[src/rtl/upload_packer_if.sv]
// Signal bundle between the SPI upload side, the packer and the host-link transmitter.
interface upload_packer_if;
  logic       upload_req;
  logic [7:0] upload_data;
  logic [7:0] upload_source;
  logic       upload_valid;
  logic       upload_ready;
  logic [7:0] out_data;
  logic       out_valid;
  logic       out_ready;
  logic       busy;
  logic       overflow;

  modport master (
    output upload_req, upload_data, upload_source, upload_valid, out_ready,
    input  upload_ready, out_data, out_valid, busy, overflow
  );

  modport slave (
    input  upload_req, upload_data, upload_source, upload_valid, out_ready,
    output upload_ready, out_data, out_valid, busy, overflow
  );
endinterface

[src/rtl/upload_packer.sv]
// Buffers one upload burst and re-emits it as a framed packet:
// SYNC0 SYNC1 SRC LEN_H LEN_L PAYLOAD[0..N-1] CSUM.
module upload_packer #(
  parameter int unsigned MAX_PAYLOAD = 256,
  parameter logic [7:0]  SYNC0       = 8'hAA,
  parameter logic [7:0]  SYNC1       = 8'h55
) (
  input  logic           clk,
  input  logic           rst_n,
  upload_packer_if.slave bus
);

  localparam int            CW   = $clog2(MAX_PAYLOAD + 1);
  localparam int            AW   = (MAX_PAYLOAD > 1) ? $clog2(MAX_PAYLOAD) : 1;
  localparam logic [CW-1:0] FULL = CW'(MAX_PAYLOAD);

  typedef enum logic [3:0] {
    IDLE, COLLECT, HDR0, HDR1, SRC, LEN_H, LEN_L, PAYLOAD, CSUM
  } state_t;

  state_t        state, state_next;
  logic [7:0]    mem [MAX_PAYLOAD];
  logic [CW-1:0] count, count_inc;
  logic [CW-1:0] rd_ptr, rd_ptr_next;
  logic [7:0]    csum, csum_total, src;
  logic [15:0]   len;
  logic [7:0]    out_data, out_data_next;
  logic          out_valid, out_valid_next;
  logic          ready, accept, fire, overflow;

  // count is always zero in IDLE, so a burst can always start there
  assign ready      = (state == IDLE) || ((state == COLLECT) && (count < FULL));
  assign accept     = bus.upload_valid && ready;
  assign fire       = out_valid && bus.out_ready;
  assign count_inc  = count + CW'(accept);
  assign len        = 16'(count);
  assign csum_total = csum + src + len[15:8] + len[7:0];

  assign bus.upload_ready = ready;
  assign bus.out_data     = out_data;
  assign bus.out_valid    = out_valid;
  assign bus.busy         = (state != IDLE);
  assign bus.overflow     = overflow;

  always_comb begin
    // NOTE: every signal driven here gets a default first, so no path can infer a latch.
    state_next     = state;
    out_valid_next = out_valid;
    out_data_next  = out_data;
    rd_ptr_next    = rd_ptr;
    case (state)
      IDLE:    if (bus.upload_req || accept) state_next = COLLECT;
      COLLECT: if (!bus.upload_req) begin
        if (count_inc != '0) begin
          state_next     = HDR0;
          out_valid_next = 1'b1;
          out_data_next  = SYNC0;
        end else begin
          state_next = IDLE;
        end
      end
      HDR0:    if (fire) begin state_next = HDR1;  out_data_next = SYNC1;     end
      HDR1:    if (fire) begin state_next = SRC;   out_data_next = src;       end
      SRC:     if (fire) begin state_next = LEN_H; out_data_next = len[15:8]; end
      LEN_H:   if (fire) begin state_next = LEN_L; out_data_next = len[7:0];  end
      // First payload byte is fetched while LEN_L is on the wire, so PAYLOAD has no bubble
      LEN_L:   if (fire) begin
        state_next    = PAYLOAD;
        out_data_next = mem[0];
        rd_ptr_next   = CW'(1);
      end
      PAYLOAD: if (fire) begin
        if (rd_ptr == count) begin
          state_next    = CSUM;
          out_data_next = csum_total;
        end else begin
          out_data_next = mem[rd_ptr[AW-1:0]];
          rd_ptr_next   = rd_ptr + CW'(1);
        end
      end
      CSUM:    if (fire) begin state_next = IDLE; out_valid_next = 1'b0; end
      default: state_next = IDLE;
    endcase
  end

  // NOTE: sequential state uses non-blocking assignments so every register samples pre-edge values.
  always_ff @(posedge clk or negedge rst_n) begin
    if (!rst_n) begin
      state     <= IDLE;
      out_valid <= 1'b0;
      out_data  <= 8'h00;
      rd_ptr    <= '0;
    end else begin
      state     <= state_next;
      out_valid <= out_valid_next;
      out_data  <= out_data_next;
      rd_ptr    <= rd_ptr_next;
    end
  end

  always_ff @(posedge clk or negedge rst_n) begin
    if (!rst_n) begin
      count    <= '0;
      csum     <= 8'h00;
      src      <= 8'h00;
      overflow <= 1'b0;
    end else begin
      overflow <= bus.upload_valid && !ready;
      if (accept) begin
        count <= count_inc;
        csum  <= csum + bus.upload_data;
        if (count == '0) src <= bus.upload_source;
      end else if ((state == CSUM) && fire) begin
        count <= '0;
        csum  <= 8'h00;
      end
    end
  end

  // NOTE: the payload buffer has no reset; count gates every read, so stale contents never escape.
  always_ff @(posedge clk) begin
    if (accept) mem[count[AW-1:0]] <= bus.upload_data;
  end

endmodule

[src/flat_wrapper.sv]
// flat-port wrapper written by rule: the top's interface ports become plain ports
module upload_packer_flat 
#(
  parameter int unsigned MAX_PAYLOAD = 256,
  parameter logic [7:0]  SYNC0       = 8'hAA,
  parameter logic [7:0]  SYNC1       = 8'h55
)
  (clk, rst_n, bus_upload_req, bus_upload_data, bus_upload_source, bus_upload_valid, bus_out_ready, bus_upload_ready, bus_out_data, bus_out_valid, bus_busy, bus_overflow);
  upload_packer_if bus_i ();
  input  logic clk;
  input  logic rst_n;
  input wire logic [$bits(bus_i.upload_req)-1:0] bus_upload_req;
  input wire logic [$bits(bus_i.upload_data)-1:0] bus_upload_data;
  input wire logic [$bits(bus_i.upload_source)-1:0] bus_upload_source;
  input wire logic [$bits(bus_i.upload_valid)-1:0] bus_upload_valid;
  input wire logic [$bits(bus_i.out_ready)-1:0] bus_out_ready;
  output wire logic [$bits(bus_i.upload_ready)-1:0] bus_upload_ready;
  output wire logic [$bits(bus_i.out_data)-1:0] bus_out_data;
  output wire logic [$bits(bus_i.out_valid)-1:0] bus_out_valid;
  output wire logic [$bits(bus_i.busy)-1:0] bus_busy;
  output wire logic [$bits(bus_i.overflow)-1:0] bus_overflow;
  assign bus_i.upload_req = bus_upload_req;
  assign bus_i.upload_data = bus_upload_data;
  assign bus_i.upload_source = bus_upload_source;
  assign bus_i.upload_valid = bus_upload_valid;
  assign bus_i.out_ready = bus_out_ready;
  assign bus_upload_ready = bus_i.upload_ready;
  assign bus_out_data = bus_i.out_data;
  assign bus_out_valid = bus_i.out_valid;
  assign bus_busy = bus_i.busy;
  assign bus_overflow = bus_i.overflow;
  upload_packer #(.MAX_PAYLOAD(MAX_PAYLOAD), .SYNC0(SYNC0), .SYNC1(SYNC1)) u_core (.clk(clk), .rst_n(rst_n), .bus(bus_i));
endmodule
[config.mk]
export PLATFORM = sky130hd
export DESIGN_NAME = upload_packer_flat
export DESIGN_NICKNAME = d
export VERILOG_FILES = /design/src/rtl/upload_packer_if.sv /design/src/rtl/upload_packer.sv /design/src/flat_wrapper.sv
export SDC_FILE = /design/constraint.sdc
export NUM_CORES = 2
export LEC_CHECK = 0
export BUFFER_PORTS_ARGS = -buffer_cell sky130_fd_sc_hd__clkbuf_2
export CAP_MARGIN = 20
export CORE_ASPECT_RATIO = 0.5
export CORE_UTILIZATION = 60
export DETAILED_ROUTE_END_ITERATION = 6
export PLACE_DENSITY_LB_ADDON = 0.1
export SYNTH_ARGS = -nofsm -noshare
export SYNTH_HDL_FRONTEND = slang
export SYNTH_SLANG_ARGS = --single-unit
[constraint.sdc]
create_clock -name clk -period 7.46 [get_ports clk]
set_input_delay 0.746 -clock clk [delete_from_list [all_inputs] [get_ports clk]]
set_output_delay 0.746 -clock clk [all_outputs]
set_load 0.01 [all_outputs]
==> summary.md <==
| Metric | Value |
|---|---|
| Cell with the most instances after synthesis | edfxtp_1 |
| DR pass1 iterations | 7 |
| Mapped Area | approximately 0.083 mm² |
| Number of synthesized register bits | ~2.1k |
| Crit. End Element | register |
| Io pins | 33 |
| Sequential fraction of the synthesis area | between 70% and 80% |
| Worst-Skew Late Latency | 820 ps |
| Final period util | between 60% and 70% |
| Reg-to-reg startpoint | u_core.rd_ptr[0] |
| Layout Nets | around 4k |
| Core area | between 0.1 and 0.15 mm² |
| DR iter-0 viols | between 6k and 7k |
| Synthesized area per cell | about 21 µm² |
| Violated checks | design-rule violations |
| Fin cells | roughly 6.1k |
| Congestion Overflow GR | 0 |
| Largest family of logic cells by synthesized area | multiplexers |
| Worst hold path type | input pin to asynchronous set/reset pin |
| Cell Pwr Density | roughly 310 mW/mm² |
| DR vias | approximately 42k |
| Drt drc | 2 |
| Cells after DPL | around 5.7k |
| Arr. time, crit path | 5590 ps |
| Combinational Power Share | a little under a fifth |
| Min cycle time layout | approximately 4900 ps |
| Clk_skew | about 35 ps |
| Clock share of power | between 30% and 40% |
| Top post-synthesis cells by count | edfxtp_1, mux4_2, nor2_1 |
| Largest net degree at the start of global routing | between 100 and 150 |
| Slew Limit Fails | 0 |
| Final Wtd Congestion | just under 1 |
| Net Sw Frac | around a quarter |
| Complex-gate fraction of the synthesized area | under 10% |
| Die ar. | between 0.1 and 0.15 mm² |
| R2r setup slk | between 2000 and 3000 ps |
| Cell area after placement | ~0.085 mm² |
| FMAX | a little over 200 MHz |
| RSZ-0062 raised after global routing | false |
| RR Endpoint | u_core.bus.out_data[0] |
| Final Setup Violations | 0 |
| Post-synth top flop | edfxtp_1 |
| Crit path max fanout | 41 |
| XOR/XNOR Fraction of Synth Area | less than 1% |
| Critical Path RT | roughly 8100 ps |
| Max-cap violations | 0 |
| Placed wire-length estimate | between 100000 and 150000 µm |
| Share of flip-flops with an asynchronous set or reset | around 2.3% |
| Crit start category | register |
| Relative slew margins | about 20% |
| Adder-cell share of the synthesized area | less than 1% |
| Total length of routed wires | approximately 220000 µm |
| DIE HEIGHT | 265 µm |
| CTS Buf Count | 182 |
| R2R depth | 9 |
| Area contributors post-synth | edfxtp_1, mux4_2, nor2_1 |
| Vias in the first global route | 40.8k |
| First-pass GRT wire length | about 300000 µm |
| Synth area leader | edfxtp_1 |
| Slew @ Worst Pin | 1190 ps |
| Yosys top cell area share | about 74% |
| Post-synthesis mux area share | between 10% and 20% |
| Warnings, synthesis | 0 |
| CTS Buffer Depth | 4 |
| Clk slew on worst S/H paths | about 70 ps |
| CTS sink count | between 2k and 2.5k |
| Clock root buffer | clkbuf_16 |
| Antenna viol nets, final | 0 |
| Outcome | finished, violations left |
| Total GRT Usage | 31.6% |
| Starting Density | 60.5% |
| H-Tree Depth | 4 |
| Post-cts sizing count | 0 |
| Post-CTS Hold Buffers | 0 |
| IO Port Bufs | 32 |
| Cell Int Power | 20.4 mW |
| Die W | 528 µm |
| Final number of hold-violating endpoints | 0 |
| Area growth syn-to-layout | 9.17% |
| Final Instance Area | between 0.09 and 0.1 mm² |
| Avg WL per Cell | between 30 and 40 µm |
| Net Switching | approximately 7.3 mW |
| Yosys cell types | 69 |
| Synth Area in Simple Gates | under 10% |
| Setup Fix Bufs, Post-CTS | 0 |
| Mapped Cells | 3975 |
| Post-DR vias/cell | 6.94 |
| Leak Pwr | between 20 and 30 nW |
| Synth Net Count | approximately 4.0k |
| Layout cells sized above 1 | 23.1% |
| Sequential power share | a little under half |
| EDFF count, synth | 2048 |
| Setup TNS | 0 ps |
| FP Rows | 96 |
| WS Path Type | register to register |
| Antenna violations before repair | 7 |
| Maximum vdd drop | roughly 0.21 mV |
| CTS tree | built |
## cell usage in the layout (no fill, tap or decap), types with 10 or more instances in the layout
cell type	instances
bufinv_16	11
dfrtp_1	43
a21oi_1	55
o22ai_1	17
a22o_1	14
a31oi_1	13
clkbuf_8	11
nand3_1	31
ha_1	18
nand2b_1	11
nor2b_1	22
clkbuf_16	183
nor3_1	24
clkinv_2	31
nand2_1	134
buf_4	80
edfxtp_1	2048
mux4_2	550
a221oi_1	23
clkbuf_2	24
mux2_2	14
and2_1	10
buf_12	13
clkinv_1	41
mux2i_1	99
inv_1	15
xnor2_1	18
nor2_1	319
o21ai_0	63
clkbuf_1	35
a22oi_1	37
a211oi_1	16
## cell type report
cell class                 count  area (µm²)
sequential                  2096       62700
fill                        8931       46500
multi-input combinational   1624       18900
clock buffer                 221        4750
tap                         1862        2330
timing repair buffer         133        1200
clock inverter                92         729
inverter                      20        78.8
antenna                        9        22.5
## power groups by stage
stage / Combinational, mW / Clock, mW / Sequential, mW
final: 5.30 / 9.09 / 13.3
after global routing: 5.61 / 9.56 / 13.3
after CTS: 5.30 / 9.14 / 13.3
after detailed placement: 5.28 / 0 / 13.5
after global placement: 5.25 / 0 / 13.5
after floorplan: 4.02 / 0 / 13.4
## worst max-delay path, stage by stage, from the launching register on
cell       delay (ps)
dfrtp_4          1140
buf_4             680
buf_4             480
mux4_2            570
a221oi_1          340
o22ai_1           350
o21ai_0           590
o31ai_1           170
a2111oi_2         280
o21ai_1           100
## cells by family after synthesis
kind of cell	Yosys count
flops	2096
mux	663
simple gates	594
compound gates	314
buf+inv	255
fa+ha+maj	27
xor+xnor	26
## worst max-delay path by stage
stage	start	end	slack (ps)	depth (start not counted)
final	u_core.rd_ptr[0]	u_core.bus.out_data[0]	2540	9
after global routing	u_core.state[0]	u_core.bus.out_data[6]	2230	13
after CTS	u_core.rd_ptr[1]	u_core.bus.out_data[6]	2660	8
after detailed placement	u_core.rd_ptr[1]	u_core.bus.out_data[6]	2690	8
after global placement	u_core.rd_ptr[1]	u_core.bus.out_data[6]	2110	8
after floorplan	u_core.state[0]	u_core.bus.out_data[6]	3890	14
## state kept, by name, summed over array words and instances (netlist names)
register / cells
u_core.state: 4
u_core.count: 9
u_core.bus.out_data: 8
u_core.csum: 8
u_core.bus.out_valid: 1
u_core.mem: 2048
u_core.bus.overflow: 1
u_core.src: 8
u_core.rd_ptr: 9
## metrics by stage
stage	hold slack (ps)	setup slack (ps)	utilization [%]	total power [mW]
2_1_floorplan	450	3890	-	17.4
3_5_place_dp	548	2690	62.0	18.8
4_1_cts	57.6	2660	66.0	27.7
6_report	74.6	2540	66.1	27.7
5_1_grt	99.1	2230	66.1	28.5
3_3_place_gp	544	2110	62.0	18.8
## layer usage
layer / GRT usage [%] / vias up / routed length [µm]
met5: 0 / - / 251
met4: 6.80 / 6 / 4910
met3: 10.2 / 369 / 28400
met2: 45.0 / 2570 / 95400
met1: 48.4 / 22500 / 89100
li1: - / 16600 / -
Power figures use the tool's default switching activity.
